<file path="config.mk">
export PLATFORM = sky130hd
export DESIGN_NAME = rgb_value_sampler_flat
export DESIGN_NICKNAME = d
export VERILOG_FILES = /design/src/rtl/rgb_value_sampler_if.sv /design/src/rtl/rgb_value_sampler.sv /design/src/flat_wrapper.sv
export SDC_FILE = /design/constraint.sdc
export NUM_CORES = 1
export LEC_CHECK = 0
export ABC_AREA = 1
export BUFFER_PORTS_ARGS = -buffer_cell sky130_fd_sc_hd__buf_2
export CORE_AREA = 2 2 111 113
export CTS_CLUSTER_DIAMETER = 80
export DETAILED_ROUTE_END_ITERATION = 12
export DIE_AREA = 0 0 113 115
export PLACE_DENSITY = 0.81
export RECOVER_POWER = 50
export SYNTH_ARGS = -nofsm -noshare
export SYNTH_HDL_FRONTEND = slang
export SYNTH_SLANG_ARGS = --single-unit
</file>
<file path="constraint.sdc">
create_clock -name clk25 -period 1.65 [get_ports clk25]
set_input_delay 0.2475 -clock clk25 [delete_from_list [all_inputs] [get_ports clk25]]
set_output_delay 0.2475 -clock clk25 [all_outputs]
set_load 0.1 [all_outputs]
</file>
<file path="src/rtl/rgb_value_sampler_if.sv">
// Bundle between the VGA timing stage and the RGB value sampler: scan counters
// and pixel in, committed BCD digits and status out.
interface rgb_value_sampler_if;
    logic [9:0]  HCnt;
    logic [9:0]  VCnt;
    logic [15:0] frame_pixel;
    logic        freeze;
    logic [3:0]  r_hund;
    logic [3:0]  r_tens;
    logic [3:0]  r_unit;
    logic [3:0]  g_hund;
    logic [3:0]  g_tens;
    logic [3:0]  g_unit;
    logic [3:0]  b_hund;
    logic [3:0]  b_tens;
    logic [3:0]  b_unit;
    logic [23:0] rgb888;
    logic        update;
    logic        busy;

    modport master (
        output HCnt, VCnt, frame_pixel, freeze,
        input  r_hund, r_tens, r_unit, g_hund, g_tens, g_unit,
        input  b_hund, b_tens, b_unit, rgb888, update, busy
    );

    modport slave (
        input  HCnt, VCnt, frame_pixel, freeze,
        output r_hund, r_tens, r_unit, g_hund, g_tens, g_unit,
        output b_hund, b_tens, b_unit, rgb888, update, busy
    );
endinterface

</file>
<file path="src/rtl/rgb_value_sampler.sv">
// Samples one RGB565 pixel per frame, expands to RGB888 and converts each channel to
// BCD with a shared double-dabble; commits in vblank. Optional SAMPLE_AVG_EN averages 4 pixels.
module rgb_value_sampler #(
    parameter logic [9:0] SAMPLE_H     = 10'd320,
    parameter logic [9:0] SAMPLE_V     = 10'd240,
    parameter logic [9:0] PIX_LAT      = 10'd1,
    parameter logic [9:0] VBLANK_START = 10'd480
) (
    input  logic                clk25,
    input  logic                rst_n,
    rgb_value_sampler_if.slave  bus
);
    localparam logic [9:0] TRIG_H = SAMPLE_H + PIX_LAT;

    typedef enum logic [1:0] {
        IDLE = 2'd0,
        CONV = 2'd1,
        PEND = 2'd2,
        CAPT = 2'd3
    } state_t;

    function automatic logic [23:0] expand565(input logic [15:0] p);
        return {p[15:11], p[15:13], p[10:5], p[10:9], p[4:0], p[4:2]};
    endfunction

    // Add 3 to every BCD nibble that is 5 or more, ahead of the shift.
    function automatic logic [11:0] dd_adjust(input logic [11:0] b);
        logic [11:0] r;
        r = b;
        for (int i = 0; i < 3; i++) begin
            if (r[i*4 +: 4] >= 4'd5) begin
                r[i*4 +: 4] = r[i*4 +: 4] + 4'd3;
            end else begin
                r[i*4 +: 4] = r[i*4 +: 4];
            end
        end
        return r;
    endfunction

    state_t      state_r;
    state_t      state_nx_s;
    logic        trig_s;
    logic        load_s;
    logic        step_s;
    logic        commit_s;
    logic [15:0] word_s;
    logic [15:0] pix_r;
    logic [23:0] pix_exp_s;
    logic [1:0]  ch_r;
    logic [2:0]  bit_r;
    logic [11:0] bcd_r;
    logic [7:0]  bin_r;
    logic [19:0] shifted_s;
    logic [7:0]  next_bin_s;
    logic [35:0] pend_r;
    logic [35:0] dig_r;
    logic [23:0] rgb_r;
    logic        update_r;
    logic        busy_r;

`ifdef SAMPLE_AVG_EN
    logic        cap_s;
    logic [1:0]  cap_cnt_r;
    logic [6:0]  sum_r_r;
    logic [7:0]  sum_g_r;
    logic [6:0]  sum_b_r;
    logic [6:0]  sr_full_s;
    logic [7:0]  sg_full_s;
    logic [6:0]  sb_full_s;

    assign sr_full_s = sum_r_r + {2'b00, bus.frame_pixel[15:11]};
    assign sg_full_s = sum_g_r + {2'b00, bus.frame_pixel[10:5]};
    assign sb_full_s = sum_b_r + {2'b00, bus.frame_pixel[4:0]};
    assign word_s    = {sr_full_s[6:2], sg_full_s[7:2], sb_full_s[6:2]};
`else
    assign word_s    = bus.frame_pixel;
`endif

    assign trig_s     = (bus.HCnt == TRIG_H) && (bus.VCnt == SAMPLE_V) && !bus.freeze;
    assign pix_exp_s  = expand565(pix_r);
    assign shifted_s  = {dd_adjust(bcd_r), bin_r} << 1;
    assign next_bin_s = (ch_r == 2'd0) ? pix_exp_s[15:8] :
                        (ch_r == 2'd1) ? pix_exp_s[7:0]  : 8'd0;

    // State register.
    always_ff @(posedge clk25 or negedge rst_n) begin
        if (!rst_n) begin
            state_r <= IDLE;
        end else begin
            state_r <= state_nx_s;
        end
    end

    // Next-state and datapath control strobes.
    always_comb begin
        state_nx_s = state_r;
        load_s     = 1'b0;
        step_s     = 1'b0;
        commit_s   = 1'b0;
`ifdef SAMPLE_AVG_EN
        cap_s      = 1'b0;
`endif
        case (state_r)
            IDLE: begin
                if (trig_s) begin
`ifdef SAMPLE_AVG_EN
                    cap_s      = 1'b1;
                    state_nx_s = CAPT;
`else
                    load_s     = 1'b1;
                    state_nx_s = CONV;
`endif
                end else begin
                    state_nx_s = IDLE;
                end
            end
            CAPT: begin
`ifdef SAMPLE_AVG_EN
                if (bus.freeze) begin
                    state_nx_s = IDLE;
                end else if (cap_cnt_r == 2'd3) begin
                    cap_s      = 1'b1;
                    load_s     = 1'b1;
                    state_nx_s = CONV;
                end else begin
                    cap_s      = 1'b1;
                    state_nx_s = CAPT;
                end
`else
                state_nx_s = IDLE;
`endif
            end
            CONV: begin
                step_s = 1'b1;
                if ((bit_r == 3'd7) && (ch_r == 2'd2)) begin
                    state_nx_s = PEND;
                end else begin
                    state_nx_s = CONV;
                end
            end
            PEND: begin
                if (bus.VCnt >= VBLANK_START) begin
                    commit_s   = 1'b1;
                    state_nx_s = IDLE;
                end else begin
                    state_nx_s = PEND;
                end
            end
            default: begin
                state_nx_s = IDLE;
            end
        endcase
    end

`ifdef SAMPLE_AVG_EN
    // Per-channel running sums; cleared whenever no capture is in progress.
    always_ff @(posedge clk25 or negedge rst_n) begin
        if (!rst_n) begin
            cap_cnt_r <= 2'd0;
            sum_r_r   <= 7'd0;
            sum_g_r   <= 8'd0;
            sum_b_r   <= 7'd0;
        end else if (cap_s && !load_s) begin
            cap_cnt_r <= cap_cnt_r + 2'd1;
            sum_r_r   <= sr_full_s;
            sum_g_r   <= sg_full_s;
            sum_b_r   <= sb_full_s;
        end else begin
            cap_cnt_r <= 2'd0;
            sum_r_r   <= 7'd0;
            sum_g_r   <= 8'd0;
            sum_b_r   <= 7'd0;
        end
    end
`endif

    // Shared double-dabble: one step per cycle, channels R, G, B in turn.
    always_ff @(posedge clk25 or negedge rst_n) begin
        if (!rst_n) begin
            pix_r  <= 16'd0;
            ch_r   <= 2'd0;
            bit_r  <= 3'd0;
            bcd_r  <= 12'd0;
            bin_r  <= 8'd0;
            pend_r <= 36'd0;
        end else if (load_s) begin
            pix_r  <= word_s;
            ch_r   <= 2'd0;
            bit_r  <= 3'd0;
            bcd_r  <= 12'd0;
            bin_r  <= {word_s[15:11], word_s[15:13]};
        end else if (step_s) begin
            if (bit_r == 3'd7) begin
                case (ch_r)
                    2'd0:    pend_r[35:24] <= shifted_s[19:8];
                    2'd1:    pend_r[23:12] <= shifted_s[19:8];
                    2'd2:    pend_r[11:0]  <= shifted_s[19:8];
                    default: pend_r        <= pend_r;
                endcase
                ch_r  <= ch_r + 2'd1;
                bit_r <= 3'd0;
                bcd_r <= 12'd0;
                bin_r <= next_bin_s;
            end else begin
                bit_r <= bit_r + 3'd1;
                bcd_r <= shifted_s[19:8];
                bin_r <= shifted_s[7:0];
            end
        end else begin
            pix_r <= pix_r;
        end
    end

    // Output registers: all digits and rgb888 change together on the commit cycle.
    always_ff @(posedge clk25 or negedge rst_n) begin
        if (!rst_n) begin
            dig_r    <= 36'd0;
            rgb_r    <= 24'd0;
            update_r <= 1'b0;
            busy_r   <= 1'b0;
        end else begin
            update_r <= commit_s;
            busy_r   <= (state_nx_s == CONV) || (state_nx_s == PEND);
            if (commit_s) begin
                dig_r <= pend_r;
                rgb_r <= pix_exp_s;
            end else begin
                dig_r <= dig_r;
            end
        end
    end

    assign bus.r_hund = dig_r[35:32];
    assign bus.r_tens = dig_r[31:28];
    assign bus.r_unit = dig_r[27:24];
    assign bus.g_hund = dig_r[23:20];
    assign bus.g_tens = dig_r[19:16];
    assign bus.g_unit = dig_r[15:12];
    assign bus.b_hund = dig_r[11:8];
    assign bus.b_tens = dig_r[7:4];
    assign bus.b_unit = dig_r[3:0];
    assign bus.rgb888 = rgb_r;
    assign bus.update = update_r;
    assign bus.busy   = busy_r;
endmodule

</file>
<file path="src/flat_wrapper.sv">
// flat-port wrapper written by rule: the top's interface ports become plain ports
module rgb_value_sampler_flat 
#(
    parameter logic [9:0] SAMPLE_H     = 10'd320,
    parameter logic [9:0] SAMPLE_V     = 10'd240,
    parameter logic [9:0] PIX_LAT      = 10'd1,
    parameter logic [9:0] VBLANK_START = 10'd480
)
  (clk25, rst_n, bus_HCnt, bus_VCnt, bus_frame_pixel, bus_freeze, bus_r_hund, bus_r_tens, bus_r_unit, bus_g_hund, bus_g_tens, bus_g_unit, bus_b_hund, bus_b_tens, bus_b_unit, bus_rgb888, bus_update, bus_busy);
  rgb_value_sampler_if bus_i ();
  input  logic clk25;
  input  logic rst_n;
  input wire logic [$bits(bus_i.HCnt)-1:0] bus_HCnt;
  input wire logic [$bits(bus_i.VCnt)-1:0] bus_VCnt;
  input wire logic [$bits(bus_i.frame_pixel)-1:0] bus_frame_pixel;
  input wire logic [$bits(bus_i.freeze)-1:0] bus_freeze;
  output wire logic [$bits(bus_i.r_hund)-1:0] bus_r_hund;
  output wire logic [$bits(bus_i.r_tens)-1:0] bus_r_tens;
  output wire logic [$bits(bus_i.r_unit)-1:0] bus_r_unit;
  output wire logic [$bits(bus_i.g_hund)-1:0] bus_g_hund;
  output wire logic [$bits(bus_i.g_tens)-1:0] bus_g_tens;
  output wire logic [$bits(bus_i.g_unit)-1:0] bus_g_unit;
  output wire logic [$bits(bus_i.b_hund)-1:0] bus_b_hund;
  output wire logic [$bits(bus_i.b_tens)-1:0] bus_b_tens;
  output wire logic [$bits(bus_i.b_unit)-1:0] bus_b_unit;
  output wire logic [$bits(bus_i.rgb888)-1:0] bus_rgb888;
  output wire logic [$bits(bus_i.update)-1:0] bus_update;
  output wire logic [$bits(bus_i.busy)-1:0] bus_busy;
  assign bus_i.HCnt = bus_HCnt;
  assign bus_i.VCnt = bus_VCnt;
  assign bus_i.frame_pixel = bus_frame_pixel;
  assign bus_i.freeze = bus_freeze;
  assign bus_r_hund = bus_i.r_hund;
  assign bus_r_tens = bus_i.r_tens;
  assign bus_r_unit = bus_i.r_unit;
  assign bus_g_hund = bus_i.g_hund;
  assign bus_g_tens = bus_i.g_tens;
  assign bus_g_unit = bus_i.g_unit;
  assign bus_b_hund = bus_i.b_hund;
  assign bus_b_tens = bus_i.b_tens;
  assign bus_b_unit = bus_i.b_unit;
  assign bus_rgb888 = bus_i.rgb888;
  assign bus_update = bus_i.update;
  assign bus_busy = bus_i.busy;
  rgb_value_sampler #(.SAMPLE_H(SAMPLE_H), .SAMPLE_V(SAMPLE_V), .PIX_LAT(PIX_LAT), .VBLANK_START(VBLANK_START)) u_core (.clk25(clk25), .rst_n(rst_n), .bus(bus_i));
endmodule
</file>
==> key figures, run 1 <==
Routing
  – DRT antenna net count: 0
  – Drt drc: 7
  – WL per Instance: between 10 and 15 um
  – Via count: ~4.7k
  – First-pass iteration count of the detailed router: 9
  – Drt total wl: about 13000 um
  – Vias per cell: about 5
  – DR iter-0 viols: 372

Floorplan
  – DIE HEIGHT: about 120 um
  – Top Ports: 101
  – Core box area: 0.01181 mm2
  – Initial Utilization: 49.05%
  – Die area: roughly 0.013 mm2
  – Number of core rows: 40
  – Die X: roughly 110 um

STA
  – Fin. Hold Viols: 0
  – Unrepaired setup endpoints after global routing: yes
  – Final Cycle Share: between 90% and 100%
  – Clk_skew: around 0.0070 ns
  – # setup viols final: 0
  – Min setup slack post-route: around 0.084 ns
  – Slew headroom: about half
  – Worst-Margin Slew: slightly above 0.7 ns
  – Peak Freq: between 600 and 700 MHz
  – Minimum clock period: around 1.6 ns
  – Slew Limit Fails: 0

Job
  – Max_cap viols: 0

Worst setup path
  – Worst reg2reg setup slack: ~0.084 ns
  – Worst EP required: between 1.5 and 2 ns
  – Cell chain of the critical path: inv_2 -> ha_1 -> inv_1 -> nand2_1 -> nand3_1 -> xor2_2 -> o22ai_1
  – Worst-path maximum fanout: 4
  – WP data arrival: ~1.9 ns
  – Setup CP Type: reg2reg
  – Crit end category: register
  – Critical Path Slowest Stage Cell: dfrtp_1
  – Startpoint Class: register
  – Worst path max stage delay: 0.39 ns

Power and ir drop
  – Pwr Total: 7.165 mW
  – Maximum VDD drop: approximately 0.72 mV
  – PwrDens: ~1000 mW/mm2
  – Lkg Pwr: between 3 and 4 nW

Placement
  – Hpwl dp: approximately 8500 um
  – DP Area: ~0.0064 mm2
  – Post-place setup slack: -0.03159 ns
  – Port Buf Inserts: 100
  – Routability Congestion: just over 0.8
  – Placed cell count: roughly 900

Clock tree
  – H-tree levels: 4
  – Clock Tree Buf Depth: 2
  – Root Buffer: clkbuf_16
  – Clk slew on worst S/H paths: 0.06 ns
  – Clock latency on the worst-skew pair: between 0.4 and 0.5 ns
  – CTS tree: built
  – CTS Sinks: about 130
  – CTS Buf Count: 17

Global routing
  – First-pass GRT wire length: roughly 21000 um
  – Largest net degree at the start of global routing: 64
  – Vias in the first global route: about 4.5k
  – GRT Util Overall: between 20% and 30%
  – Antenna violations before repair: 0
  – Gr ovfl total: 0

Finish
  – Final instance area: just over 0.007 mm2
  – Nets: 825
  – Diode count: 0
  – Post-Layout Cell Count: between 900 and 1k
  – Area Overhead vs Synth: 22.83%
  – Leading cell types in the layout, fill and taps excluded: nand2_1 (287), dfrtp_1 (132), buf_2 (98), o21ai_0 (50), inv_1 (39)
  – Commonest non-fill, non-tap cell in the layout: nand2_1
  – Share of cells above drive strength 1: 23.48%

Synth
  – Synth Register Bits: 133
  – Mapped Area: 0.005793 mm2
  – Sequential area share after synthesis: between 50% and 60%
  – Syn Inst Count: between 600 and 700
  – Net count after synthesis: approximately 720
  – Post-synth cell types: 25
  – Yosys warning count: 0
  – Syn_area_per_cell: ~8.7 um2

Outcome
  – Outcome: finished, violations left
  – Failing checks: design-rule violations

Worst hold path
  – Worst hold path class: in2reg
==> synthesized netlist by cell type <==
| library cell | number | area share, % |
|---|---|---|
| ha_1 | 11 | 2.4 |
| nor2_4 | 4 | 0.78 |
| clkbuf_1 | 5 | 0.32 |
| nand3_2 | 3 | 0.52 |
| nor2_1 | 32 | 2.1 |
| nand3_4 | 1 | 0.30 |
| nand2_2 | 1 | 0.11 |
| buf_4 | 10 | 1.3 |
| nand2_1 | 288 | 19 |
| o22ai_1 | 12 | 1.3 |
| or2_2 | 3 | 0.32 |
| inv_2 | 5 | 0.32 |
| nor3_1 | 1 | 0.086 |
| buf_2 | 10 | 0.86 |
| nor2_2 | 2 | 0.22 |
| dfrtp_1 | 133 | 57 |
| a21oi_1 | 22 | 1.9 |
| o211ai_1 | 2 | 0.26 |
| nand3_1 | 3 | 0.26 |
| xor2_1 | 3 | 0.45 |
| o21bai_1 | 1 | 0.13 |
| o21ai_0 | 54 | 4.7 |
| buf_6 | 9 | 1.7 |
| nand4_1 | 8 | 0.86 |
| inv_1 | 42 | 2.7 |
==> logic make-up after synthesis <==
kind of cell	Yosys count	synth area share (%)
fa+ha+maj	11	2.376
simple gates	346	24.19
flops	133	57.45
buf+inv	81	7.279
compound gates	91	8.251
xor+xnor	3	0.4536
==> registers in the layout (all words and copies together) (netlist names) <==
signal             flops
u_core.bus.busy        1
u_core.pend_r         36
u_core.bcd_r          12
u_core.state_r         2
u_core.ch_r            2
u_core.bus.update      1
u_core.pix_r          16
u_core.bus.rgb888     16
u_core.dig_r          36
u_core.bit_r           3
u_core.bin_r           8
==> final cells by class <==
type,count,area [um2]
fill,992,4696
multi-input combinational,451,2095
clock buffer,21,470.5
tap,147,183.9
inverter,47,178.9
clock inverter,11,126.4
sequential,133,3329
timing repair buffer,125,732.0
==> worst paths after layout <==
check                           depth (start not counted)                                to                           from
worst max-delay path                                    7       u_core.bcd_r[9]$_DFFE_PN0P_    u_core.bcd_r[8]$_DFFE_PN0P_
worst min-delay path                                    3       u_core.pix_r[7]$_DFFE_PN0P_             bus_frame_pixel[7]
worst max register to register                          7       u_core.bcd_r[9]$_DFFE_PN0P_    u_core.bcd_r[8]$_DFFE_PN0P_
worst min register to register                          2      u_core.dig_r[20]$_DFFE_PN0P_  u_core.pend_r[20]$_DFFE_PN0P_
max in group asynchronous                               3       u_core.bcd_r[0]$_DFFE_PN0P_                          rst_n
min in group asynchronous                               2  u_core.bus.rgb888[3]$_DFFE_PN0P_                          rst_n
==> routing by layer <==
metal | up-vias | GRT usage, % | share of wire, %
met4 | 0 | 8.455 | 1.8
li1 | 2314 | - | -
met1 | 2233 | 28.26 | 46
met5 | - | 0 | 0
met2 | 168 | 31.82 | 47
met3 | 17 | 4.639 | 6.0
==> critical path: cells and delay by family, from the launching register on <==
family                   cells  cell delay [ns]
XOR/XNOR                     1             0.31
adder cells (fa/ha/maj)      1             0.18
AND/OR/NAND/NOR              2             0.25
AO/OA/AOI/OAI                1             0.13
flip-flops                   1             0.39
buffers and inverters        2             0.15
==> report_power, final <==
| group | switching (mW) | internal [mW] |
|---|---|---|
| clock network | 1.40 | 2.35 |
| registers | 0.000394 | 3.26 |
| logic | 0.0993 | 0.0557 |
| total | 1.50 | 5.66 |
==> repair_timing <==
action | 4_1_cts | 5_1_grt
resized for setup | 3 | 17
pin swaps | 0 | 3
hold endpoints to repair | 24 | 0
hold buffers | 1 | 0
buffers inserted | 0 | 3
setup endpoints to repair | 13 | 48
==> metrics by stage <==
step                util [%]  hold slack (ns)  setup TNS (ns)
floorplan                  -         -0.04809               0
global placement       54.57           0.1855               0
detailed placement     54.57           0.1848         -0.2150
CTS                    59.81          0.07753               0
global route           60.24          0.09503        -0.02347
finish                 60.24          0.08829               0
No activity file was read; power rests on OpenSTA's default activity.
==> run 2, diff against run 1 <==
PLACE_DENSITY = 0.74   (was 0.81)
==> run 2 against run 1 <==
Compared with the run above:
- the flow still finishes with violations (design-rule violations)
- design area about the same
- non-clock buffer count decreased by 3
- die area unchanged
- global-route usage increased by 1.1 points
- worst setup slack got worse by 0.048 ns
- largest power group unchanged
==> key figures, run 2 (synthesized netlist as in run 1, its figures left out) <==
Outcome
  – Outcome: finished, violations left
  – Failing checks: design-rule violations

Worst setup path
  – WP data arrival: ~1.9 ns
  – Worst-path maximum fanout: 4
  – Startpoint Class: register
  – Crit end category: register
  – Worst path most repeated cell: nand2_1
  – Setup CP Type: reg2reg
  – Cell chain of the critical path: inv_1 -> ha_1 -> nand2_1 -> nand2_1 -> nor2_2 -> xor2_1 -> o21ai_0
  – Worst path max stage delay: approximately 0.40 ns
  – Critical Path Slowest Stage Cell: dfrtp_1
  – Worst EP required: between 1.5 and 2 ns

STA
  – Slew Limit Fails: 0
  – Worst-Margin Slew: about 0.58 ns
  – # setup viols final: 0
  – Peak Freq: between 600 and 700 MHz
  – Final Cycle Share: just under 100%
  – Minimum clock period: roughly 1.6 ns
  – Hold slack: 0.08477 ns
  – Clk_skew: roughly 0.0063 ns
  – Fin. Hold Viols: 0
  – Slew headroom: 61.61%
  – Unrepaired setup endpoints after global routing: yes

Finish
  – Largest registers: u_core.dig_r x36, u_core.pend_r x36
  – Diode count: 0
  – Share of cells above drive strength 1: a little under a quarter
  – Final instance area: between 0.007 and 0.008 mm2
  – Commonest non-fill, non-tap cell in the layout: nand2_1
  – Area Overhead vs Synth: 22.79%
  – Multi-input gate area: 0.002087 mm2
  – Leading cell types in the layout, fill and taps excluded: nand2_1 (287), dfrtp_1 (132), buf_2 (100), o21ai_0 (45), inv_1 (39)
  – Seq. cell area: around 0.0033 mm2
  – Nets: about 820
  – Filler cell count: between 1k and 1.5k

Clock tree
  – CTS Buf Count: 17
  – CTS Sinks: 133
  – Clk slew on worst S/H paths: 0.06 ns
  – CTS tree: built
  – Clock Tree Buf Depth: 2
  – Root Buffer: clkbuf_16
  – H-tree levels: 4
  – Clock latency on the worst-skew pair: just over 0.4 ns

Routing
  – DRT antenna net count: 0
  – Drt total wl: 13200 um
  – Vias per cell: 5.113
  – WL per Instance: around 14 um
  – First-pass iteration count of the detailed router: 9
  – Drt drc: 6
  – DR iter-0 viols: between 300 and 400
  – Via count: 4765

Worst hold path
  – Worst hold path class: in2reg

Power and ir drop
  – Lkg Pwr: around 4.0 nW
  – PwrDens: between 1000 and 1500 mW/mm2
  – Maximum VDD drop: ~0.64 mV

Floorplan
  – Top Ports: approximately 100
  – Number of core rows: 40
  – Initial Utilization: roughly half
  – Die X: 113 um
  – Core box area: 0.01181 mm2
  – DIE HEIGHT: around 120 um
  – Die area: roughly 0.013 mm2

Global routing
  – Antenna violations before repair: 0
  – Gr ovfl total: 0
  – GRT Util Overall: about 22%
  – First-pass GRT wire length: 22200 um
  – Largest net degree at the start of global routing: between 40 and 50
  – Vias in the first global route: 4656

Placement
  – Hpwl dp: roughly 9000 um
  – Port Buf Inserts: 100
  – DP Area: between 0.006 and 0.007 mm2
  – Routability Congestion: 0.8462

Job
  – Max_cap viols: 0
[run 2: changes by cell type in the layout (fill, tap and decap cells not counted), moves of 3 or more]
cell      change
clkinv_4      -3
o21ai_0       -5
buf_4         -6
clkbuf_4      +4
o21ai_2       +3
[run 2: worst paths after layout]
kind                                              start                            to  slack (ns)  cells past startpoint
setup / recovery            u_core.bcd_r[5]$_DFFE_PN0P_  u_core.pend_r[5]$_DFFE_PN0P_        0.04                      7
hold / removal                       bus_frame_pixel[4]   u_core.pix_r[4]$_DFFE_PN0P_        0.08                      3
setup reg to reg            u_core.bcd_r[5]$_DFFE_PN0P_  u_core.pend_r[5]$_DFFE_PN0P_        0.04                      7
hold reg to reg            u_core.dig_r[11]$_DFFE_PN0P_  u_core.dig_r[11]$_DFFE_PN0P_        0.47                      2
max in group asynchronous                         rst_n   u_core.bit_r[0]$_DFFE_PN0P_        0.29                      3
min in group asynchronous                         rst_n   u_core.dig_r[2]$_DFFE_PN0P_        0.35                      2
[run 2: critical path: cells and delay by family, from the launching register on]
family / cells / cell delay, ns
DFF: 1 / 0.40
AOI/OAI and AO/OA: 1 / 0.15
xor gates and xnor gates: 1 / 0.36
buffers and inverters: 1 / 0.10
and+or+nand+nor: 3 / 0.28
adders and majority gates: 1 / 0.19
[run 2: per-stage QoR]
step / setup slack [ns] / TNS, ns / cells / power (mW) / utilization [%]
after floorplan: 0.03169 / 0 / 665 / 3.351 / -
after global placement: 0.08136 / 0 / 898 / 3.484 / 54.82
after detailed placement: -0.007282 / -0.02455 / 898 / 3.490 / 54.82
after CTS: 0.01624 / 0 / 931 / 7.427 / 60.25
after global routing: -0.07550 / -0.4642 / 932 / 7.582 / 60.22
final: 0.03613 / 0 / 932 / 7.350 / 60.22
[run 2: power breakdown]
| part | internal, mW | leakage (nW) | switching (mW) |
|---|---|---|---|
| sequential | 3.26 | 1.74 | 0.000453 |
| combinational | 0.0496 | 1.93 | 0.0995 |
| clock | 2.57 | 0.300 | 1.37 |
| total | 5.88 | 3.97 | 1.47 |
[run 2: layout make-up]
type	instances	share of cell area [%]
timing repair buffer	122	10.03
clock inverter	12	2.480
inverter	47	2.480
sequential	133	46.81
tap	147	2.586
multi-input combinational	451	29.34
clock buffer	20	6.280
[run 2: routing by layer]
metal	global-route usage [%]	wire length, um	part of all wire [%]	vias up
met2	34.17	6201	47	130
met3	4.744	603	4.6	23
li1	-	-	-	2304
met5	0	0	0	-
met4	8.780	277	2.1	0
met1	29.20	6119	46	2308
[run 2: what timing repair did]
action	in CTS	in global routing
gates resized for setup	6	23
hold buffers	1	0
buffers inserted	0	1
endpoints found under the hold margin	19	0
gates cloned	0	0
endpoints found under the setup margin	9	37
pin swaps	0	2
